## config.mk

```make
export PLATFORM = sky130hd
export DESIGN_NAME = grass_scroll_ctrl_flat
export DESIGN_NICKNAME = d
export VERILOG_FILES = /design/src/rtl/grass_pkg.sv /design/src/rtl/grass_scroll_ctrl_if.sv /design/src/rtl/grass_tile_addr_gen.sv /design/src/rtl/grass_scroll_ctrl.sv /design/src/flat_wrapper.sv
export SDC_FILE = /design/constraint.sdc
export NUM_CORES = 1
export LEC_CHECK = 0
export ABC_CLOCK_PERIOD_IN_PS = 3000
export BUFFER_PORTS_ARGS = -buffer_cell sky130_fd_sc_hd__buf_2
export CORE_MARGIN = 8
export CORE_UTILIZATION = 45
export DETAILED_ROUTE_END_ITERATION = 8
export PLACE_DENSITY = 0.76
export SYNTH_ARGS = -nofsm -noshare
export SYNTH_HDL_FRONTEND = slang
export SYNTH_SLANG_ARGS = --single-unit
```

## constraint.sdc

```tcl
create_clock -name clka -period 3 [get_ports clka]
set_input_delay 0.6 -clock clka [delete_from_list [all_inputs] [get_ports clka]]
set_output_delay 0.6 -clock clka [all_outputs]
set_load 0.01 [all_outputs]
```

## src/rtl/grass_pkg.sv

```systemverilog
// grass_pkg: shared constants, FSM state type and a small modulo helper for
// the scrolling ground-band controller.
//   TILE_W/TILE_H  : ground tile size in pixels
//   BAND_Y0        : first screen row of the ground band
//   ADDR_W/DATA_W  : sprite-ROM address and pixel widths
//   PIX_W/COL_W    : pixel coordinate and tile column/offset widths
package grass_pkg;

  localparam int TILE_W  = 20;
  localparam int TILE_H  = 20;
  localparam int BAND_Y0 = 440;
  localparam int ADDR_W  = 9;
  localparam int DATA_W  = 8;
  localparam int PIX_W   = 10;
  localparam int COL_W   = 5;

  typedef enum logic [1:0] {
    ST_STOPPED,
    ST_SCROLLING,
    ST_DRAINING
  } grass_state_t;

  // Add two values that are each below TILE_W and fold the result back into
  // 0..TILE_W-1 with a single compare-and-subtract instead of a divider.
  function automatic logic [COL_W-1:0] wrapAdd(input logic [COL_W-1:0] base,
                                               input logic [COL_W-1:0] inc);
    logic [COL_W:0] sum;
    sum = {1'b0, base} + {1'b0, inc};
    if (sum >= (COL_W+1)'(TILE_W)) begin
      sum = sum - (COL_W+1)'(TILE_W);
    end
    return sum[COL_W-1:0];
  endfunction

endpackage

```

## src/rtl/grass_scroll_ctrl_if.sv

```systemverilog
// grass_scroll_ctrl_if: groups the pixel stream, ROM port, mixer output and
// status signals of the ground-band controller.
//   run, frame_start            : scroll control (master -> slave)
//   pix_valid, pix_x, pix_y     : VGA pixel stream (master -> slave)
//   rom_addr / rom_data         : tile ROM port (slave drives the address)
//   pix_out_valid, pix_out,
//   pix_out_in_band             : aligned ground pixel for the mixer
//   scroll_pos, stopped         : status
// The controller connects through the slave modport.
interface grass_scroll_ctrl_if;
  import grass_pkg::*;

  logic              run;
  logic              frame_start;
  logic              pix_valid;
  logic [PIX_W-1:0]  pix_x;
  logic [PIX_W-1:0]  pix_y;
  logic [ADDR_W-1:0] rom_addr;
  logic [DATA_W-1:0] rom_data;
  logic              pix_out_valid;
  logic [DATA_W-1:0] pix_out;
  logic              pix_out_in_band;
  logic [COL_W-1:0]  scroll_pos;
  logic              stopped;

  modport master (
    output run, frame_start, pix_valid, pix_x, pix_y, rom_data,
    input  rom_addr, pix_out_valid, pix_out, pix_out_in_band, scroll_pos, stopped
  );

  modport slave (
    input  run, frame_start, pix_valid, pix_x, pix_y, rom_data,
    output rom_addr, pix_out_valid, pix_out, pix_out_in_band, scroll_pos, stopped
  );

endinterface

```

## src/rtl/grass_tile_addr_gen.sv

```systemverilog
// grass_tile_addr_gen: first pipeline stage of the ground band. Tracks the
// tile column along a line, decides whether the row lies in the band and
// registers the ROM address.
//   clka, rsta        : clock, synchronous active-high reset
//   i_pix_valid/x/y   : pixel stream
//   i_offset          : current scroll offset, latched at each line start
//   o_rom_addr        : registered ROM address (0 when idle or out of band)
//   o_valid           : a pixel was sampled in the previous cycle
//   o_in_band         : that pixel lies in the ground band
module grass_tile_addr_gen
  import grass_pkg::*;
(
  input  logic              clka,
  input  logic              rsta,
  input  logic              i_pix_valid,
  input  logic [PIX_W-1:0]  i_pix_x,
  input  logic [PIX_W-1:0]  i_pix_y,
  input  logic [COL_W-1:0]  i_offset,
  output logic [ADDR_W-1:0] o_rom_addr,
  output logic              o_valid,
  output logic              o_in_band
);

  logic [COL_W-1:0]  r_col;
  logic [ADDR_W-1:0] r_romAddr;
  logic              r_valid;
  logic              r_inBand;

  logic [COL_W-1:0]  w_col;
  logic              w_inBand;
  logic [COL_W-1:0]  w_row;
  logic [ADDR_W-1:0] w_rowExt;
  logic [ADDR_W-1:0] w_addr;

  // The offset is only looked at on the first pixel of a line, so a scroll
  // update can never disturb a line that is already being drawn.
  assign w_col = (i_pix_x == '0) ? i_offset : wrapAdd(r_col, COL_W'(1));

  // Compare before subtracting so rows above the band cannot wrap into it.
  assign w_inBand = (i_pix_y >= PIX_W'(BAND_Y0)) &&
                    (i_pix_y <  PIX_W'(BAND_Y0 + TILE_H));
  assign w_row    = COL_W'(i_pix_y - PIX_W'(BAND_Y0));
  assign w_rowExt = ADDR_W'(w_row);

  // row*20 as row*16 + row*4.
  assign w_addr = (w_rowExt << 4) + (w_rowExt << 2) + ADDR_W'(w_col);

  always_ff @(posedge clka) begin
    if (rsta) begin
      r_col     <= '0;
      r_romAddr <= '0;
      r_valid   <= 1'b0;
      r_inBand  <= 1'b0;
    end else begin
      if (i_pix_valid) begin
        r_col <= w_col;
      end
      r_valid   <= i_pix_valid;
      r_inBand  <= i_pix_valid && w_inBand;
      r_romAddr <= (i_pix_valid && w_inBand) ? w_addr : '0;
    end
  end

  assign o_rom_addr = r_romAddr;
  assign o_valid    = r_valid;
  assign o_in_band  = r_inBand;

endmodule

```

## src/rtl/grass_scroll_ctrl.sv

```systemverilog
// grass_scroll_ctrl: scrolling ground-band controller for the Flappy Bird
// display. Tiles the 20x20 ground ROM across the band, advances the scroll
// offset once per frame and parks on a tile-aligned offset when stopping.
//   clka   : pixel clock
//   rsta   : synchronous active-high reset
//   bus    : slave side of grass_scroll_ctrl_if (pixel stream, ROM port,
//            mixer output, scroll_pos/stopped status)
//   SPEED  : scroll pixels per frame, 1..TILE_W-1
// Output pixels appear two cycles after the input pixel: one cycle for the
// registered address, one for the synchronous ROM read.
module grass_scroll_ctrl
  import grass_pkg::*;
#(
  parameter int SPEED = 2
) (
  input logic               clka,
  input logic               rsta,
  grass_scroll_ctrl_if.slave bus
);

  grass_state_t     r_state;
  logic [COL_W-1:0] r_offset;
  logic             r_stopped;
  logic             r_outValid;
  logic             r_outBand;

  logic [COL_W:0]   w_advSum;
  logic             w_overshoot;
  logic [COL_W-1:0] w_advWrapped;
  logic             w_stage1Valid;
  logic             w_stage1Band;

  assign w_advSum     = {1'b0, r_offset} + (COL_W+1)'(SPEED);
  assign w_overshoot  = (w_advSum >= (COL_W+1)'(TILE_W));
  assign w_advWrapped = wrapAdd(r_offset, COL_W'(SPEED));

  // Run/stop state machine. Draining keeps advancing but lands on offset 0
  // instead of wrapping past it, so the ground parks tile-aligned.
  always_ff @(posedge clka) begin
    if (rsta) begin
      r_state   <= ST_STOPPED;
      r_offset  <= '0;
      r_stopped <= 1'b1;
    end else if (bus.frame_start) begin
      case (r_state)
        ST_STOPPED: begin
          if (bus.run) begin
            r_state   <= ST_SCROLLING;
            r_stopped <= 1'b0;
          end
        end
        ST_SCROLLING: begin
          r_offset <= w_advWrapped;
          if (!bus.run) begin
            r_state <= ST_DRAINING;
          end
        end
        ST_DRAINING: begin
          if (bus.run) begin
            r_state  <= ST_SCROLLING;
            r_offset <= w_advWrapped;
          end else if (w_overshoot) begin
            r_state   <= ST_STOPPED;
            r_offset  <= '0;
            r_stopped <= 1'b1;
          end else begin
            r_offset <= w_advWrapped;
          end
        end
        default: begin
          r_state   <= ST_STOPPED;
          r_offset  <= '0;
          r_stopped <= 1'b1;
        end
      endcase
    end
  end

  grass_tile_addr_gen u_addr_gen (
    .clka       (clka),
    .rsta       (rsta),
    .i_pix_valid(bus.pix_valid),
    .i_pix_x    (bus.pix_x),
    .i_pix_y    (bus.pix_y),
    .i_offset   (r_offset),
    .o_rom_addr (bus.rom_addr),
    .o_valid    (w_stage1Valid),
    .o_in_band  (w_stage1Band)
  );

  // Delay the flags one more cycle to line up with the ROM read data.
  always_ff @(posedge clka) begin
    if (rsta) begin
      r_outValid <= 1'b0;
      r_outBand  <= 1'b0;
    end else begin
      r_outValid <= w_stage1Valid;
      r_outBand  <= w_stage1Band;
    end
  end

  assign bus.pix_out_valid   = r_outValid;
  assign bus.pix_out_in_band = r_outBand;
  assign bus.pix_out         = r_outBand ? bus.rom_data : '0;
  assign bus.scroll_pos      = r_offset;
  assign bus.stopped         = r_stopped;

endmodule

```

## src/flat_wrapper.sv

```systemverilog
// flat-port wrapper written by rule: the top's interface ports become plain ports
module grass_scroll_ctrl_flat import grass_pkg::*;
#(
  parameter int SPEED = 2
)
  (clka, rsta, bus_run, bus_frame_start, bus_pix_valid, bus_pix_x, bus_pix_y, bus_rom_data, bus_rom_addr, bus_pix_out_valid, bus_pix_out, bus_pix_out_in_band, bus_scroll_pos, bus_stopped);
  grass_scroll_ctrl_if bus_i ();
  input logic clka;
  input logic rsta;
  input wire logic [$bits(bus_i.run)-1:0] bus_run;
  input wire logic [$bits(bus_i.frame_start)-1:0] bus_frame_start;
  input wire logic [$bits(bus_i.pix_valid)-1:0] bus_pix_valid;
  input wire logic [$bits(bus_i.pix_x)-1:0] bus_pix_x;
  input wire logic [$bits(bus_i.pix_y)-1:0] bus_pix_y;
  input wire logic [$bits(bus_i.rom_data)-1:0] bus_rom_data;
  output wire logic [$bits(bus_i.rom_addr)-1:0] bus_rom_addr;
  output wire logic [$bits(bus_i.pix_out_valid)-1:0] bus_pix_out_valid;
  output wire logic [$bits(bus_i.pix_out)-1:0] bus_pix_out;
  output wire logic [$bits(bus_i.pix_out_in_band)-1:0] bus_pix_out_in_band;
  output wire logic [$bits(bus_i.scroll_pos)-1:0] bus_scroll_pos;
  output wire logic [$bits(bus_i.stopped)-1:0] bus_stopped;
  assign bus_i.run = bus_run;
  assign bus_i.frame_start = bus_frame_start;
  assign bus_i.pix_valid = bus_pix_valid;
  assign bus_i.pix_x = bus_pix_x;
  assign bus_i.pix_y = bus_pix_y;
  assign bus_i.rom_data = bus_rom_data;
  assign bus_rom_addr = bus_i.rom_addr;
  assign bus_pix_out_valid = bus_i.pix_out_valid;
  assign bus_pix_out = bus_i.pix_out;
  assign bus_pix_out_in_band = bus_i.pix_out_in_band;
  assign bus_scroll_pos = bus_i.scroll_pos;
  assign bus_stopped = bus_i.stopped;
  grass_scroll_ctrl #(.SPEED(SPEED)) u_core (.clka(clka), .rsta(rsta), .bus(bus_i));
endmodule
```

Word level (Yosys, flattened, before mapping)
Cells that the tools add are included.
Word-level totals
  register bits after elaboration: 26
  input port bits: 33
  output and inout bits: 25
  word-level logic and storage cells: 54
Operators by class
  $add $sub $neg: 7
  $lt $le $gt $ge: 4
  eq/ne operators: 7
  muxes and demuxes: 16
  bitwise operators: 3
  reduce and logical (&&, ||, !) cells: 8
Operators by type and width (count)
  5-bit two-way mux: 5
  5-bit case mux with 3 select lines: 1
  5-bit subtractor, second input constant: 3
  6-bit by 5-bit greater-or-equal comparator with 1-bit output, second input constant: 2
  10-bit by 9-bit greater-or-equal comparator with 1-bit output, second input constant: 1
  10-bit zero test: 1
  10-bit by 9-bit < comparator with 1-bit output, second input constant: 1
  9-bit by 5-bit adder with 9-bit output: 1
  9-bit by 7-bit adder with 9-bit output: 1
  2-bit two-way mux: 4
  8-bit two-way mux: 1
  5-bit by 1-bit adder with 6-bit output, second input constant: 1
  5-bit by 2-bit adder with 6-bit output, second input constant: 1
  2-bit != test, second input constant: 3
  2-bit case mux with 3 select lines: 1
  5-bit AND reduction: 1
  4-bit AND reduction: 1
  1-bit two-way mux: 3
  3-bit by 2-bit != test with 1-bit output, second input constant: 1
  1-bit inverter: 3
  1-bit case mux with 3 select lines: 1
  2-bit by 1-bit equality test with 1-bit output, second input constant: 1
  2-bit equality test, second input constant: 1
  1-bit logical AND: 2
  other kinds (4): 4

Depth between registers and ports, before layout
Gate-level depths: netlist of run 1.
  depth in word-level cells: 6
  depth in mapped cells: 18
  depth with buffers taken out: 18

Hierarchy
A second synthesis of run 1 with hierarchy kept.
Unflattened totals
  cell total of the unflattened synthesis: 202
  area total of the unflattened synthesis: 1816.7 um2
By module, submodules not included
  grass_tile_addr_gen: instances 1, cells each 121, area an instance 1082.3 um2, seq. area each 320.3 um2
  grass_scroll_ctrl: instances 1, cells each 81, area an instance 734.5 um2, seq. area each 180.2 um2

Worst setup path after synthesis of run 1
Ideal clock, no wire load.
  path type: register to register
  from: reg u_core.u_addr_gen.r_col[0]
  to: reg u_core.u_addr_gen.r_romAddr[7], in the netlist u_core.u_addr_gen.o_rom_addr[7]
  library setup time: 127 ps
  data arrival time: 2999 ps
  required time: 2873 ps
  path slack: -126 ps
  stages on the path, launching flop included: 18
  buffers on the path: 0
  clock period less this slack: 3126 ps
  cell sequence: dfxtp_1 > ha_1 > xnor2_1 > ha_1 > a21boi_0 > or3_1 > a21oi_1 > nor2_1 > a21oi_1 > ha_1 > ha_1 > inv_1 > fa_1 > inv_1 > a21o_1 > a21oi_1 > xor2_1 > nor2_1
Between the ends
  longest elaborated chain between the ends: 5
  elaborated cells on any way between the ends: 6
  those cells by class: add/sub: 3; order compare: 1; mux: 2
RTL lines
  start, declared: RTL line grass_tile_addr_gen.sv:24  | logic [COL_W-1:0] r_col;
  start signal, assigned: RTL line grass_tile_addr_gen.sv:56  | r_col <= w_col;
  5-bit by 1-bit adder with 6-bit output *: RTL line grass_pkg.sv:28  | sum = {1'b0, base} + {1'b0, inc};
  5-bit subtractor or 6-bit by 5-bit greater-or-equal comparator with 1-bit output (tied branches): RTL line grass_pkg.sv:30, grass_pkg.sv:29
  5-bit two-way mux *: RTL line grass_pkg.sv:29  | if (sum >= (COL_W+1)'(TILE_W)) begin
  5-bit two-way mux *: RTL line grass_tile_addr_gen.sv:37  | assign w_col = (i_pix_x == '0) ? i_offset : wrapAdd(r_col, COL_W'(1));
  via u_core.u_addr_gen.w_col[3]: RTL line grass_tile_addr_gen.sv:29  | logic [COL_W-1:0] w_col;
  9-bit by 5-bit adder with 9-bit output *: RTL line grass_tile_addr_gen.sv:46  | assign w_addr = (w_rowExt << 4) + (w_rowExt << 2) + ADDR_W'(w_col);
  end signal, assigned: RTL line grass_tile_addr_gen.sv:60  | r_romAddr <= (i_pix_valid && w_inBand) ? w_addr : '0;
  end, declared: RTL line grass_tile_addr_gen.sv:25  | logic [ADDR_W-1:0] r_romAddr;
The timed path passes the listed nets; every way through them passes the cells marked *.
A chain may end at the register's enable or synchronous reset.

Worst setup path after layout of run 1
Ends and elaborated chain as after synthesis.

==> results of run 1 <==
layer usage:
layer  track usage  share of wire
met5             0              0
met4       0.05660          0.018
met3       0.04545          0.054
met2        0.2578           0.50
met1        0.1623           0.43
cell type report:
class,count,area share
clock inverter,1,0.003198
clock buffer,3,0.01759
tap,48,0.02559
multi-input combinational,152,0.5240
sequential,25,0.2175
timing repair buffer,74,0.1770
inverter,22,0.03518
synthesized netlist by cell type, types with 2 or more instances:
cell and n:
xor2_1 4, nor3_1 4, fa_1 2, mux2_2 2
mux2i_1 3, a31oi_1 2, a21o_1 5, xnor2_1 2
dfxtp_1 25, nand4_1 3, nand2b_1 2, nor2_1 23
a31o_2 2, nor3b_1 2, clkbuf_1 2, nand2_1 8
o211ai_1 2, and2_1 9, nor2b_1 5, a21oi_1 14
inv_1 22, o21ai_0 5, nor4_1 3, ha_1 20
nand3_1 7
worst max-delay path: cells and delay by family (launching register included):
family	cells	cell delay [ps]
adders and majority gates	5	970
AOI/OAI and AO/OA	5	710
and+or+nand+nor	3	490
DFF	1	370
xor gates and xnor gates	2	290
buffers and inverters	2	100
cells by family after synthesis:
kind of cell / count (synthesis)
AOI/OAI and AO/OA: 43
xor gates and xnor gates: 6
adders and majority gates: 22
buffers and inverters: 26
DFF: 25
muxes: 5
other: 1
and+or+nand+nor: 75
timing repair:
item	in CTS	in global routing
endpoints found under the setup margin	4	4
setup buffers	4	3
gates resized for setup	11	14
pin swaps	9	13
flip-flops by register name, summed over array words and instances, names as in the netlist:
register / cells
u_core.bus.pix_out_in_band: 1
u_core.bus.pix_out_valid: 1
u_core.bus.scroll_pos: 4
u_core.bus.stopped: 1
u_core.r_state: 2
u_core.u_addr_gen.o_in_band: 1
u_core.u_addr_gen.o_rom_addr: 9
u_core.u_addr_gen.o_valid: 1
u_core.u_addr_gen.r_col: 5
power groups by stage:
stage	registers [mW]	logic, mW	clock network [mW]
final	0.351	0.163	0.209
after global routing	0.352	0.184	0.228
after CTS	0.349	0.154	0.218
after detailed placement	0.356	0.149	0
after global placement	0.356	0.144	0
after floorplan	0.357	0.0914	0
metrics by stage:
step / std cells / instance area [um2] / setup TNS [ps] / util
2_1_floorplan: 203 / 1725 / 0 / -
3_3_place_gp: 314 / 2128 / -362.0 / 0.5857
3_5_place_dp: 314 / 2128 / -591.0 / 0.5857
4_1_cts: 322 / 2248 / -95.44 / 0.6188
5_1_grt: 325 / 2347 / -505.5 / 0.6460
6_report: 325 / 2347 / -51.68 / 0.6460
worst paths after layout:
kind / slack [ps] / start / end
max: -50 / u_core.u_addr_gen.r_col[0]$_SDFFE_PP0P_ / u_core.u_addr_gen.o_rom_addr[7]$_SDFF_PP0_
min: 450 / u_core.u_addr_gen.o_in_band$_SDFF_PP0_ / u_core.bus.pix_out_in_band$_SDFF_PP0_
max reg2reg: -50 / u_core.u_addr_gen.r_col[0]$_SDFFE_PP0P_ / u_core.u_addr_gen.o_rom_addr[7]$_SDFF_PP0_
min reg2reg: 450 / u_core.u_addr_gen.o_in_band$_SDFF_PP0_ / u_core.bus.pix_out_in_band$_SDFF_PP0_
==> impl_results.md, run 1 <==
* Clk pwr share at 0.289
* Xor and xnor area share after synthesis at 0.03111
* Final Hold Fails at 0
* CP Data Required Time at 3160 ps
* Total power at 0.7231 mW
* Diodes inserted at 0
* Pre-CTS setup slack at -237.4 ps
* CTS tree: yes
* Initial drt markers at 87
* Failing checks: setup timing
* Post-Route WL at 4506 um
* Skew final at 4.853 ps
* HPWL after DPL at 3518 um
* Final Cycle Share at 1.016
* Layout Nets at 333
* Total Routing Usage GR at 0.1477
* Comb power frac at 0.226
* Vias in the first global route at 1,695
* Largest net degree at the start of global routing at 16
* Die Area at 5970 um2
* Multiplexer area fraction after synthesis at 0.03111
* Synth Register Bits at 25
* F_max at 328.2 MHz
* # DRC at 0
* Final setup fails at 2
* Grt ovf at 0
* Initial core utilization at 0.4649
* I/O pin count at 58
* Sink Count at 25
* Simple-Gate Fraction of Synth Area at 0.2326
* Leading post-synthesis cells by cell area: dfxtp_1, ha_1, nor2_1
* H-tree Lvls at 1
* Most used DFF post-synth: dfxtp_1
* FFs w/ async S/R, synth at 0
* Routed Antenna Nets at 0
* Setup WS post-layout at -47.06 ps
* Slew Limit Fails at 0
* Hold_ws at 453.6 ps
* Fill count at 330
* Adder-cell share of the synthesized area at 0.1719
* Synth area leader: dfxtp_1
* Die height at 77.27 um
* Final worst path period need at 3047 ps
* Status: finished with violations
* IO buf count at 56
* Area growth syn-to-layout at 38.96%
* Crit path kind: flip-flop to flip-flop
* Die X at 77.27 um
* Initial antenna violation count at 0
* Area of the multi-input gates at 1230 um2
* Worst Path Arrival at 3200 ps
* Total number of vias at 1,682
* Critical-path cell list: ha_4 > xnor2_4 > ha_4 > a21boi_1 > or3_4 > a21oi_4 > nor2_1 > a21oi_1 > ha_1 > ha_2 > inv_2 > fa_2 > inv_1 > a21o_1 > a21oi_2 > xor2_1 > nor2_1
* Commonest non-fill, non-tap cell in the layout: buf_2
* Max-cap viol count at 0
* Commonest non-fill, non-tap cells in the layout: buf_2, nor2_1, dfxtp_1
* Largest stage delay, worst path at 390 ps
* P_int at 0.5141 mW
* Yosys cell types at 50
* Power Density at 308.1 nW/um2
* DR WL/cell at 13.86 um
* Worst hold stages at 1
* Yosys warns at 0
* Placer congestion estimate at 0.9239
* Slowest cell on crit path: or3_4
* Seq pwr share at 0.485
* Switching share of power at 0.2891
* Top cell type's share of synthesized area at 0.2963
* CTS Buf Count at 3
* Synthesized area at 1689 um2
* Largest family of logic cells by synthesized area: simple AND/OR/NAND/NOR gates
* Vias per inst at 5.175
* Leakage at 1.150 nW
* Peak fanout along the critical path at 3
* Register area at 510.5 um2
* Average cell area after synthesis at 8.321 um2
* RSZ-0062 raised after global routing: true
* Synthesized instance count at 203
* Worst vdd ir at 0.2664 mV
* Sequential-to-total area share from yosys stat at 0.2963
* First-pass GRT wire length at 7438 um
* Drt first pass iters at 4
* Clock transition at the registers of the reported paths at 90 ps
* Maximum buffer depth of the clock tree at 2
* EDFF count, synth at 0
* Min-delay worst type: flip-flop to flip-flop
* Crit end category: flip-flop
* Post-synthesis compound-gate area fraction at 0.1741
* Row count at 22
* R2R depth at 17
* Worst-Skew Late Latency at 280 ps
* Root Buffer Master: clkbuf_8
* Post-Syn Nets at 258
* Hold_buf cts at 0
* Total core area at 3633 um2
* Net switching power at 0.2091 mW
* Layout cells sized above 1 at 0.3863
* Critical path launch point type: flip-flop
Note: power is estimated with default switching activity, not from simulation.
==> inputs of run 2 (changes only) <==
- CTS_BUF_LIST: unset -> sky130_fd_sc_hd__clkbuf_16
- CTS_CLUSTER_SIZE: unset -> 10
==> run 2 against run 1 <==
  * The flow still finishes with violations (setup timing)
  * Flip-flop and latch count stayed put
  * Highest routed layer unchanged
  * Critical path type unchanged
  * Critical endpoint unchanged
  * Die area unchanged
  * Sequential share of layout area shrank 0.32 points
  * Count of clock-buffer cells in the layout unchanged
  * Fmax decreased by 0.14%
==> impl_results.md, run 2 (synthesis results as in run 1) <==
* Status: finished with violations
* Failing checks: setup timing
* Drt first pass iters at 4 (unchanged)
* Layout cells sized above 1 at 0.3978 (+0.01153)
* Power Density at 343.2 nW/um2 (+11%)
* I/O pin count at 58 (unchanged)
* Leakage at 1.156 nW (+0.46%)
* F_max at 327.7 MHz (-0.14%)
* Crit. Startpoint: u_core.u_addr_gen.r_col[1]$_SDFFE_PP0P_
* Worst-Skew Late Latency at 260 ps (-20 ps)
* Worst vdd ir at 0.2062 mV (-23%)
* Peak fanout along the critical path at 3 (unchanged)
* RR Startpoint: u_core.u_addr_gen.r_col[1]$_SDFFE_PP0P_
* Fill count at 320 (-3.0%)
* Root Buffer Master: clkbuf_16
* Pre-CTS setup slack at -237.4 ps (unchanged)
* Commonest non-fill, non-tap cells in the layout: buf_2, nor2_1, dfxtp_1
* CTS tree: yes
* Largest net degree at the start of global routing at 16 (unchanged)
* Commonest non-fill, non-tap cell in the layout: buf_2
* Sink Count at 25 (unchanged)
* Diodes inserted at 0 (unchanged)
* Slew Limit Fails at 0 (unchanged)
* CP Data Required Time at 3130 ps (-30 ps)
* Setup WS post-layout at -51.46 ps (-4.399 ps)
* Min-delay worst type: flip-flop to flip-flop
* DR WL/cell at 14.45 um (+4.2%)
* Critical path launch point type: flip-flop
* Die X at 77.27 um (unchanged)
* Vias per inst at 5.342 (+3.2%)
* Crit path kind: flip-flop to flip-flop
* Vias in the first global route at 1,729 (+2.0%)
* Worst Path Arrival at 3180 ps (-20 ps)
* Row count at 22 (unchanged)
* Total number of vias at 1,720 (+2.3%)
* Post-Route WL at 4652 um (+3.2%)
* Routed Antenna Nets at 0 (unchanged)
* Total Routing Usage GR at 0.1539 (+0.006244)
* Initial drt markers at 112 (+29%)
* Clock transition at the registers of the reported paths at 70 ps (-20 ps)
* CTS Buf Count at 3 (unchanged)
* Placer congestion estimate at 0.9239 (unchanged)
* Worst Hold Launch: u_core.u_addr_gen.o_in_band$_SDFF_PP0_
* # DRC at 0 (unchanged)
* Grt ovf at 0 (unchanged)
* Layout Nets at 330 (-0.90%)
* Maximum buffer depth of the clock tree at 2 (unchanged)
* First-pass GRT wire length at 7707 um (+3.6%)
* Max-cap viol count at 0 (unchanged)
* Skew final at 4.827 ps (-0.02545 ps)
* Max FFs per register at 9 (unchanged)
* Sum Neg Setup Slack at -51.46 ps (+0.2163 ps)
* Hold_buf cts at 0 (unchanged)
* Total power at 0.8214 mW (+14%)
* Initial antenna violation count at 0 (unchanged)
* Die height at 77.27 um (unchanged)
* Final Cycle Share at 1.017 (+0.001466)
* Final Hold Fails at 0 (unchanged)
* Total core area at 3633 um2 (unchanged)
* Register area at 513.0 um2 (+0.49%)
* Area of the multi-input gates at 1259 um2 (+2.3%)
* Final worst path period need at 3051 ps (+4.399 ps)
* Crit end category: flip-flop
* Die Area at 5970 um2 (unchanged)
* IO buf count at 56 (unchanged)
* Final setup fails at 1 (-1)
* Area growth syn-to-layout at 41.70%
* H-tree Lvls at 1 (unchanged)
* HPWL after DPL at 3518 um (unchanged)
* Initial core utilization at 0.4649 (unchanged)
* Hold_ws at 446.9 ps (-6.695 ps)
* RSZ-0062 raised after global routing: true
run 2: power by group:
group	total (mW)	internal, mW	leakage [nW]	switching [mW]
Combinational	0.170	0.0824	0.913	0.0880
Sequential	0.351	0.340	0.205	0.0104
Clock	0.300	0.181	0.0371	0.119
Total	0.821	0.604	1.16	0.218
run 2: layout make-up:
| cell class | count | share of cell area |
|---|---|---|
| multi-input combinational | 152 | 0.5259 |
| inverter | 22 | 0.03450 |
| clock buffer | 3 | 0.03136 |
| clock inverter | 1 | 0.003136 |
| sequential | 25 | 0.2143 |
| timing repair buffer | 71 | 0.1657 |
| tap | 48 | 0.02509 |
run 2: repair_timing:
action,in CTS,in global routing
buffers inserted,2,2
resized for setup,13,20
pin swaps,10,8
setup endpoints to repair,4,4
run 2: worst max-delay path: stages, from the launching register on:
cell and delay, ps:
dfxtp_4 360, ha_4 180, xnor2_4 140, ha_4 170, a21boi_2 150, or3_4 400
a21oi_4 140, nor2_2 60, a21oi_2 130, ha_1 240, ha_2 190, inv_2 50
fa_2 180, inv_1 40, a21o_1 150, a21oi_2 120, xor2_1 150, nor2_1 50
run 2: stage by stage:
step	cell area, um2	std cells	utilization
after floorplan	1725	203	-
after global placement	2128	314	0.5857
after detailed placement	2128	314	0.5857
after CTS	2277	320	0.6267
after global routing	2394	322	0.6587
final	2394	322	0.6587
run 2: final timing paths:
check                                               end  slack (ps)  cells past startpoint
min               u_core.bus.pix_out_in_band$_SDFF_PP0_         450                      1
max reg2reg  u_core.u_addr_gen.o_rom_addr[7]$_SDFF_PP0_         -50                     17
max          u_core.u_addr_gen.o_rom_addr[7]$_SDFF_PP0_         -50                     17
min reg2reg       u_core.bus.pix_out_in_band$_SDFF_PP0_         450                      1
run 2: routing by layer:
layer | part of all wire | global-route usage | up-vias
met1 | 0.39 | 0.1657 | 790
met4 | 0.021 | 0.06038 | 0
met3 | 0.069 | 0.04895 | 15
met2 | 0.52 | 0.2713 | 67
met5 | 0 | 0 | -
li1 | - | - | 848
